### config.mk
export PLATFORM = sky130hd
export DESIGN_NAME = carfield_boot_seq
export DESIGN_NICKNAME = d
export VERILOG_FILES = /design/src/rtl/carfield_boot_seq.sv
export SDC_FILE = /design/constraint.sdc
export NUM_CORES = 1
export LEC_CHECK = 0
export CELL_PAD_IN_SITES_DETAIL_PLACEMENT = 0
export CELL_PAD_IN_SITES_GLOBAL_PLACEMENT = 1
export CORE_MARGIN = 2
export CORE_UTILIZATION = 25
export CTS_CLUSTER_DIAMETER = 100
export DETAILED_ROUTE_END_ITERATION = 12
export PLACE_DENSITY_LB_ADDON = 0.1
export SLEW_MARGIN = 15
export SYNTH_ARGS = -nofsm -noshare
export SYNTH_HDL_FRONTEND = slang
export SYNTH_SLANG_ARGS = --single-unit
### constraint.sdc
create_clock -name clk_i -period 2.8 [get_ports clk_i]
set_input_delay 0.84 -clock clk_i [delete_from_list [all_inputs] [get_ports clk_i]]
set_output_delay 0.84 -clock clk_i [all_outputs]
set_load 0.02 [all_outputs]
### src/rtl/carfield_boot_seq.sv
`default_nettype none
// ============================================================================
// Module   : carfield_boot_seq
// Purpose  : Power-on boot sequencer for the Carfield SoC domains. Releases
//            domains in index order: security island, host, safety island,
//            accelerators. For each domain it enables the clock, waits for the
//            clock to settle, releases the reset and waits for ready. After
//            boot it serves per-domain software re-reset requests.
// Ports    : clk_i         system clock
//            rst_ni        power-on reset, asynchronous, active-low
//            test_mode_i   bypass: all clocks on, resets follow rst_ni
//            ready_i       per-domain ready flag (synchronous to clk_i)
//            sw_rst_req_i  per-domain re-reset request (single-cycle pulse)
//            clk_en_o      per-domain clock-gate enable
//            rst_no        per-domain reset, active-low
//            done_o        boot complete and no re-reset in progress
//            error_o       sticky ready-timeout flag
//            err_idx_o     index of the domain that timed out
// Config   : CARFIELD_BOOT_SEQ_TIMEOUT_EN enables ready timeouts and the
//            ERROR state; when undefined the FSM waits for ready forever and
//            error_o / err_idx_o are tied to 0.
// Revision : 1.0 - initial release
// ============================================================================
module carfield_boot_seq #(
  parameter int unsigned NumDomains      = 4,
  parameter int unsigned ClkSettleCycles = 4,
  parameter int unsigned RstHoldCycles   = 16,
  parameter int unsigned TimeoutCycles   = 1024,
  parameter int unsigned CntWidth        = $clog2(
      ((ClkSettleCycles > RstHoldCycles) ?
        ((ClkSettleCycles > TimeoutCycles) ? ClkSettleCycles : TimeoutCycles) :
        ((RstHoldCycles   > TimeoutCycles) ? RstHoldCycles   : TimeoutCycles)) + 1),
  localparam int unsigned IdxWidth       = (NumDomains > 1) ? $clog2(NumDomains) : 1
) (
  input  logic                  clk_i,
  input  logic                  rst_ni,
  input  logic                  test_mode_i,
  input  logic [NumDomains-1:0] ready_i,
  input  logic [NumDomains-1:0] sw_rst_req_i,
  output logic [NumDomains-1:0] clk_en_o,
  output logic [NumDomains-1:0] rst_no,
  output logic                  done_o,
  output logic                  error_o,
  output logic [IdxWidth-1:0]   err_idx_o
);

  localparam logic [IdxWidth-1:0] LastIdx = IdxWidth'(NumDomains - 1);

  typedef enum logic [2:0] {
    S_CLK_EN  = 3'd0,
    S_RST_REL = 3'd1,
    S_DONE    = 3'd2,
    S_SW_HOLD = 3'd3,
    S_SW_WAIT = 3'd4,
    S_ERROR   = 3'd5
  } state_e;

  state_e                state_q, state_d;
  logic [IdxWidth-1:0]   idx_q, idx_d;
  logic [CntWidth-1:0]   cnt_q, cnt_d;

  // FSM view of the domain controls (before the test-mode override).
  logic [NumDomains-1:0] clk_en_q, clk_en_d;
  logic [NumDomains-1:0] rst_n_q, rst_n_d;
  logic                  done_q, done_d;

  // Output registers: the test-mode override is folded in before the flop so
  // that no input reaches an output combinationally.
  logic [NumDomains-1:0] clk_en_out_q;
  logic [NumDomains-1:0] rst_n_out_q;
  logic                  done_out_q;

  logic [IdxWidth-1:0]   sw_idx;

  // Lowest set request bit wins; the others are simply dropped.
  always_comb begin
    sw_idx = '0;
    for (int i = int'(NumDomains) - 1; i >= 0; i--) begin
      if (sw_rst_req_i[i]) sw_idx = IdxWidth'(i);
    end
  end

`ifdef CARFIELD_BOOT_SEQ_TIMEOUT_EN
  logic                  error_q, error_d;
  logic [IdxWidth-1:0]   err_idx_q, err_idx_d;
`endif

  // Each timed state applies its action in its first cycle and then counts
  // a further N cycles, so clk_en rises ClkSettleCycles cycles before the
  // reset release and a re-reset holds rst_no low for RstHoldCycles cycles.
  always_comb begin
    state_d  = state_q;
    idx_d    = idx_q;
    cnt_d    = cnt_q;
    clk_en_d = clk_en_q;
    rst_n_d  = rst_n_q;
    done_d   = done_q;
`ifdef CARFIELD_BOOT_SEQ_TIMEOUT_EN
    error_d   = error_q;
    err_idx_d = err_idx_q;
`endif
    case (state_q)
      S_CLK_EN: begin
        clk_en_d[idx_q] = 1'b1;
        if (cnt_q == CntWidth'(ClkSettleCycles)) begin
          state_d        = S_RST_REL;
          cnt_d          = '0;
          rst_n_d[idx_q] = 1'b1;
        end else begin
          cnt_d = cnt_q + CntWidth'(1);
        end
      end
      S_RST_REL, S_SW_WAIT: begin
        // Ready is checked before the timeout so a coincident ready wins.
        if (ready_i[idx_q]) begin
          cnt_d = '0;
          if (state_q == S_SW_WAIT || idx_q == LastIdx) begin
            state_d = S_DONE;
            done_d  = 1'b1;
          end else begin
            state_d = S_CLK_EN;
            idx_d   = idx_q + IdxWidth'(1);
          end
        end
`ifdef CARFIELD_BOOT_SEQ_TIMEOUT_EN
        else if (cnt_q == CntWidth'(TimeoutCycles - 1)) begin
          // The unresponsive domain goes back into reset; its clock stays on.
          state_d        = S_ERROR;
          error_d        = 1'b1;
          err_idx_d      = idx_q;
          rst_n_d[idx_q] = 1'b0;
        end else begin
          cnt_d = cnt_q + CntWidth'(1);
        end
`endif
      end
      S_DONE: begin
        if (|sw_rst_req_i) begin
          state_d = S_SW_HOLD;
          idx_d   = sw_idx;
          cnt_d   = '0;
        end
      end
      S_SW_HOLD: begin
        rst_n_d[idx_q] = 1'b0;
        done_d         = 1'b0;
        if (cnt_q == CntWidth'(RstHoldCycles)) begin
          state_d        = S_SW_WAIT;
          cnt_d          = '0;
          rst_n_d[idx_q] = 1'b1;
        end else begin
          cnt_d = cnt_q + CntWidth'(1);
        end
      end
`ifdef CARFIELD_BOOT_SEQ_TIMEOUT_EN
      S_ERROR: begin
        // Terminal until power-on reset.
        state_d = S_ERROR;
      end
`endif
      default: begin
        state_d = state_q;
      end
    endcase
  end

  always_ff @(posedge clk_i or negedge rst_ni) begin
    if (!rst_ni) begin
      state_q      <= S_CLK_EN;
      idx_q        <= '0;
      cnt_q        <= '0;
      clk_en_q     <= '0;
      rst_n_q      <= '0;
      done_q       <= 1'b0;
      clk_en_out_q <= '0;
      rst_n_out_q  <= '0;
      done_out_q   <= 1'b0;
`ifdef CARFIELD_BOOT_SEQ_TIMEOUT_EN
      error_q      <= 1'b0;
      err_idx_q    <= '0;
`endif
    end else begin
      state_q      <= state_d;
      idx_q        <= idx_d;
      cnt_q        <= cnt_d;
      clk_en_q     <= clk_en_d;
      rst_n_q      <= rst_n_d;
      done_q       <= done_d;
      clk_en_out_q <= test_mode_i ? '1 : clk_en_d;
      rst_n_out_q  <= test_mode_i ? '1 : rst_n_d;
      done_out_q   <= test_mode_i | done_d;
`ifdef CARFIELD_BOOT_SEQ_TIMEOUT_EN
      error_q      <= error_d;
      err_idx_q    <= err_idx_d;
`endif
    end
  end

  assign clk_en_o = clk_en_out_q;
  assign rst_no   = rst_n_out_q;
  assign done_o   = done_out_q;

`ifdef CARFIELD_BOOT_SEQ_TIMEOUT_EN
  assign error_o   = error_q;
  assign err_idx_o = err_idx_q;
`else
  assign error_o   = 1'b0;
  assign err_idx_o = '0;
`endif

endmodule
`default_nettype wire

==> Flow_metrics.wiki <==
{| class="wikitable"
! Metric !! Value
|-
| Post-detail-place hpwl || 2.922 mm
|-
| Total area of sequential cells || ~850 um^2
|-
| Number of distinct library cells after synthesis || 48
|-
| Worst skew pair latency || approximately 0.28 ns
|-
| Share of the yosys chip area belonging to registers || between 40% and 50%
|-
| Final setup margin || roughly 0.18 ns
|-
| Weighted congestion reported at the end of routability-driven placement || approximately 0.72
|-
| Worst min-delay path startpoint || clk_en_q[2]$_DFF_PN0_
|-
| Final Hold Violating Endpoints || 0
|-
| Number of remaining DRC errors || 0
|-
| Most used flip-flop cell after synthesis || sky130_fd_sc_hd__dfrtp_1
|-
| Fin Clk Skew || approximately 0.0056 ns
|-
| Number of instances in the synthesized netlist || between 150 and 200
|-
| Class of the worst hold path || flop to flop
|-
| Fillers || ~700
|-
| Worst EP arrival || around 2.8 ns
|-
| Placement-stage worst setup slack || -0.1350 ns
|-
| Leakage || about 0.96 nW
|-
| Routed wire length per instance || roughly 14 um
|-
| Yosys Warn Count || 0
|-
| Total gr overflow || 0
|-
| Final Slew Violations || 0
|-
| Ratio of cells with drive above 1 in the final layout || ~17%
|-
| Max Fclk || ~380 MHz
|-
| Initial antenna violation count || 0
|-
| Final non-filler cell total || 300
|-
| Depth of the CTS H-tree || 2
|-
| Tightest slew margin relative to the limit || 50.94%
|-
| Cell area power density || 794.4 nW/um^2
|-
| Top fanout value on the critical path || 12
|-
| Clock tree root driver cell || sky130_fd_sc_hd__clkbuf_8
|-
| Setup Crit Path Kind || primary input to flop
|-
| Wire length of the first global-routing pass || slightly below 7 mm
|-
| Minimum period implied by the final worst setup slack || around 2.6 ns
|-
| Setup slack on the worst flop-to-flop path || ~0.23 ns
|-
| Die Ht || approximately 89 um
|-
| Number of diodes || 0
|-
| Reg-to-reg critical path startpoint || cnt_q[0]$_DFFE_PN0P_
|-
| IO Pins || 23
|-
| Fraction of registers with async set/reset || between 90% and 100%
|-
| Area growth from synthesis to layout || 24.32%
|-
| Critical Path Start || ready_i[3]
|-
| Worst Path Required || ~3 ns
|-
| Max cap viols || 0
|-
| Net total in the final layout || 220
|-
| # Post-CTS Setup Buffers || 0
|-
| Via count of the first global-routing pass || roughly 1400
|-
| Total Wirelength || ~4.1 mm
|-
| Die footprint || roughly 8000 um^2
|-
| Startpoint type of the worst setup path || primary input
|-
| Detail Route Antenna Nets || 0
|-
| DR vias || roughly 1400
|-
| RSZ-0062 raised after global routing || no
|-
| Count of endpoints failing setup in the final report || 0
|-
| Maximum vdd drop || between 0.3 and 0.4 mV
|-
| Post-route clock period utilization || 93.55%
|-
| Maximum count of clock buffers along a single path || 2
|-
| Detail-routed via count per cell || approximately 4.6
|-
| Count of flip-flops with a built-in enable after synthesis || 0
|-
| Outcome || completed
|-
| Clock-pin slew on the worst setup and hold paths || 0.08 ns
|-
| Detailed-router iteration count before antenna repair || 4
|-
| CTS tree || yes
|-
| Total number of placement rows || 30
|-
| Avg Cell Area, Syn || around 10 um^2
|-
| Number of design-rule violations left by the first detailed-router iteration || 31
|-
| Transition at the pin with the smallest max-transition slack || between 0.7 and 0.8 ns
|-
| GRT Resource Usage Total || a little under an eighth
|-
| Die Width || slightly below 90 um
|-
| # clock sinks || 34
|-
| Initial standard-cell utilization of the core || between 20% and 30%
|-
| Total power || 0.001773 W
|-
| Count of instances resized after the clock tree is built || 0
|-
| Number of hold buffers added after cts || 0
|-
| Capturing element type of the critical path || flop
|-
| Core region area || ~7000 um^2
|-
| Combined area of all synthesized cells || about 1800 um^2
|-
| CTS Buf Count || 5
|-
| Flops & latches, synth || 34
|-
| Multi-input gate area || around 850 um^2
|-
| Number of buffers inserted by port buffering || 19
|-
| Largest net degree at the start of global routing || 35
|-
| Post-placement cell count || between 200 and 300
|}
-- metrics by stage --
stage	utilization, %	TNS, ns	area [um^2]	hold slack, ns
4_1_cts	32.50	0	2232	0.4521
6_report	32.50	0	2232	0.4476
2_1_floorplan	-	0	1803	0.4163
5_1_grt	32.50	0	2232	0.4841
3_5_place_dp	30.49	-0.3128	2095	0.4331
3_3_place_gp	30.49	-0.1966	2095	0.4320
-- per-layer routing --
layer / GRT usage, % / routed length (um) / vias to the layer above / share of wire (%)
met5: 0 / 0 / - / 0
met4: 4.270 / 37 / 0 / 0.89
met3: 3.078 / 149 / 5 / 3.6
met2: 18.52 / 1972 / 23 / 48
met1: 15.09 / 1989 / 646 / 48
li1: - / - / 691 / -
-- synthesized netlist by cell type, types with 5 or more instances --
library cell | count | area [um^2]
sky130_fd_sc_hd__dfrtp_1 | 34 | 850.8
sky130_fd_sc_hd__a21oi_1 | 19 | 95.09
sky130_fd_sc_hd__inv_1 | 11 | 41.29
sky130_fd_sc_hd__o21ai_0 | 10 | 50.05
sky130_fd_sc_hd__or2_2 | 8 | 50.05
sky130_fd_sc_hd__nor2_1 | 7 | 26.28
sky130_fd_sc_hd__ha_1 | 6 | 75.07
sky130_fd_sc_hd__nand3_1 | 6 | 30.03
sky130_fd_sc_hd__or3_1 | 6 | 37.54
sky130_fd_sc_hd__a31oi_1 | 5 | 31.28
sky130_fd_sc_hd__clkbuf_1 | 5 | 18.77
sky130_fd_sc_hd__nand2_1 | 5 | 18.77
-- cells by family (layout without fill, tap and decap cells) --
logic type	Yosys count	in the layout	synth area share (%)
compound gates	53	53	19.30
xor+xnor	2	2	0.9758
fa+ha+maj	6	6	4.181
buf+inv	21	44	5.854
flops	34	34	47.39
mux	2	2	2.090
other cells	1	3	0.2089
simple gates	60	60	20.00
-- sequential cells by signal (all words and copies together) (netlist names) --
| register | flops |
|---|---|
| cnt_q | 11 |
| clk_en_o | 4 |
| clk_en_q | 4 |
| rst_n_q | 4 |
| rst_no | 4 |
| state_q | 3 |
| idx_q | 2 |
| done_o | 1 |
| done_q | 1 |
-- path summary, 6_finish.rpt --
kind,to,depth (start not counted)
max,cnt_q[10]$_DFFE_PN0P_,6
min,clk_en_q[2]$_DFF_PN0_,1
max reg2reg,state_q[1]$_DFFE_PN0P_,7
min reg2reg,clk_en_q[2]$_DFF_PN0_,1
max in group asynchronous,done_q$_DFF_PN0_,2
min in group asynchronous,cnt_q[8]$_DFFE_PN0P_,2
-- report_power, final --
group	internal (W)	total (W)	switching [W]
Combinational	0.000234	0.000518	0.000285
Clock	0.000357	0.000545	0.000188
Sequential	0.000605	0.000710	0.000105
-- cell usage in the layout, fill, tap and decap left out, types with 2 or more instances in the layout --
cell type / n
sky130_fd_sc_hd__nor3_1: 4
sky130_fd_sc_hd__nand2_1: 5
sky130_fd_sc_hd__o31ai_1: 3
sky130_fd_sc_hd__a31oi_1: 5
sky130_fd_sc_hd__xnor2_1: 2
sky130_fd_sc_hd__ha_1: 6
sky130_fd_sc_hd__or2_2: 8
sky130_fd_sc_hd__a21oi_1: 19
sky130_fd_sc_hd__nor2_1: 7
sky130_fd_sc_hd__conb_1: 3
sky130_fd_sc_hd__nand3_1: 6
sky130_fd_sc_hd__or3_1: 6
sky130_fd_sc_hd__bufinv_16: 2
sky130_fd_sc_hd__or2_1: 2
sky130_fd_sc_hd__inv_1: 11
sky130_fd_sc_hd__clkbuf_8: 5
sky130_fd_sc_hd__clkdlybuf4s50_1: 19
sky130_fd_sc_hd__buf_4: 6
sky130_fd_sc_hd__o21ai_0: 10
sky130_fd_sc_hd__nand2b_1: 2
sky130_fd_sc_hd__and3_1: 2
sky130_fd_sc_hd__or4_1: 4
sky130_fd_sc_hd__nor4_1: 3
sky130_fd_sc_hd__a21oi_2: 2
sky130_fd_sc_hd__dfrtp_1: 34
sky130_fd_sc_hd__a21o_1: 4
-- worst max-delay path, cell delays in order --
cell                              delay, ns
sky130_fd_sc_hd__clkdlybuf4s50_1       0.46
sky130_fd_sc_hd__mux4_2                0.33
sky130_fd_sc_hd__o31ai_2               0.08
sky130_fd_sc_hd__or3_4                 0.44
sky130_fd_sc_hd__or4_1                 0.51
sky130_fd_sc_hd__a21oi_1               0.15
-- final cells by class --
type	count	area share (%)
clock buffers	5	3.083
multi-input cells	126	37.95
flip-flops and latches	34	38.12
inverters	11	1.850
repair buffers	25	10.54
clock inverters	3	3.083
well taps	96	5.381
Note: power is estimated with default switching activity, not from simulation.
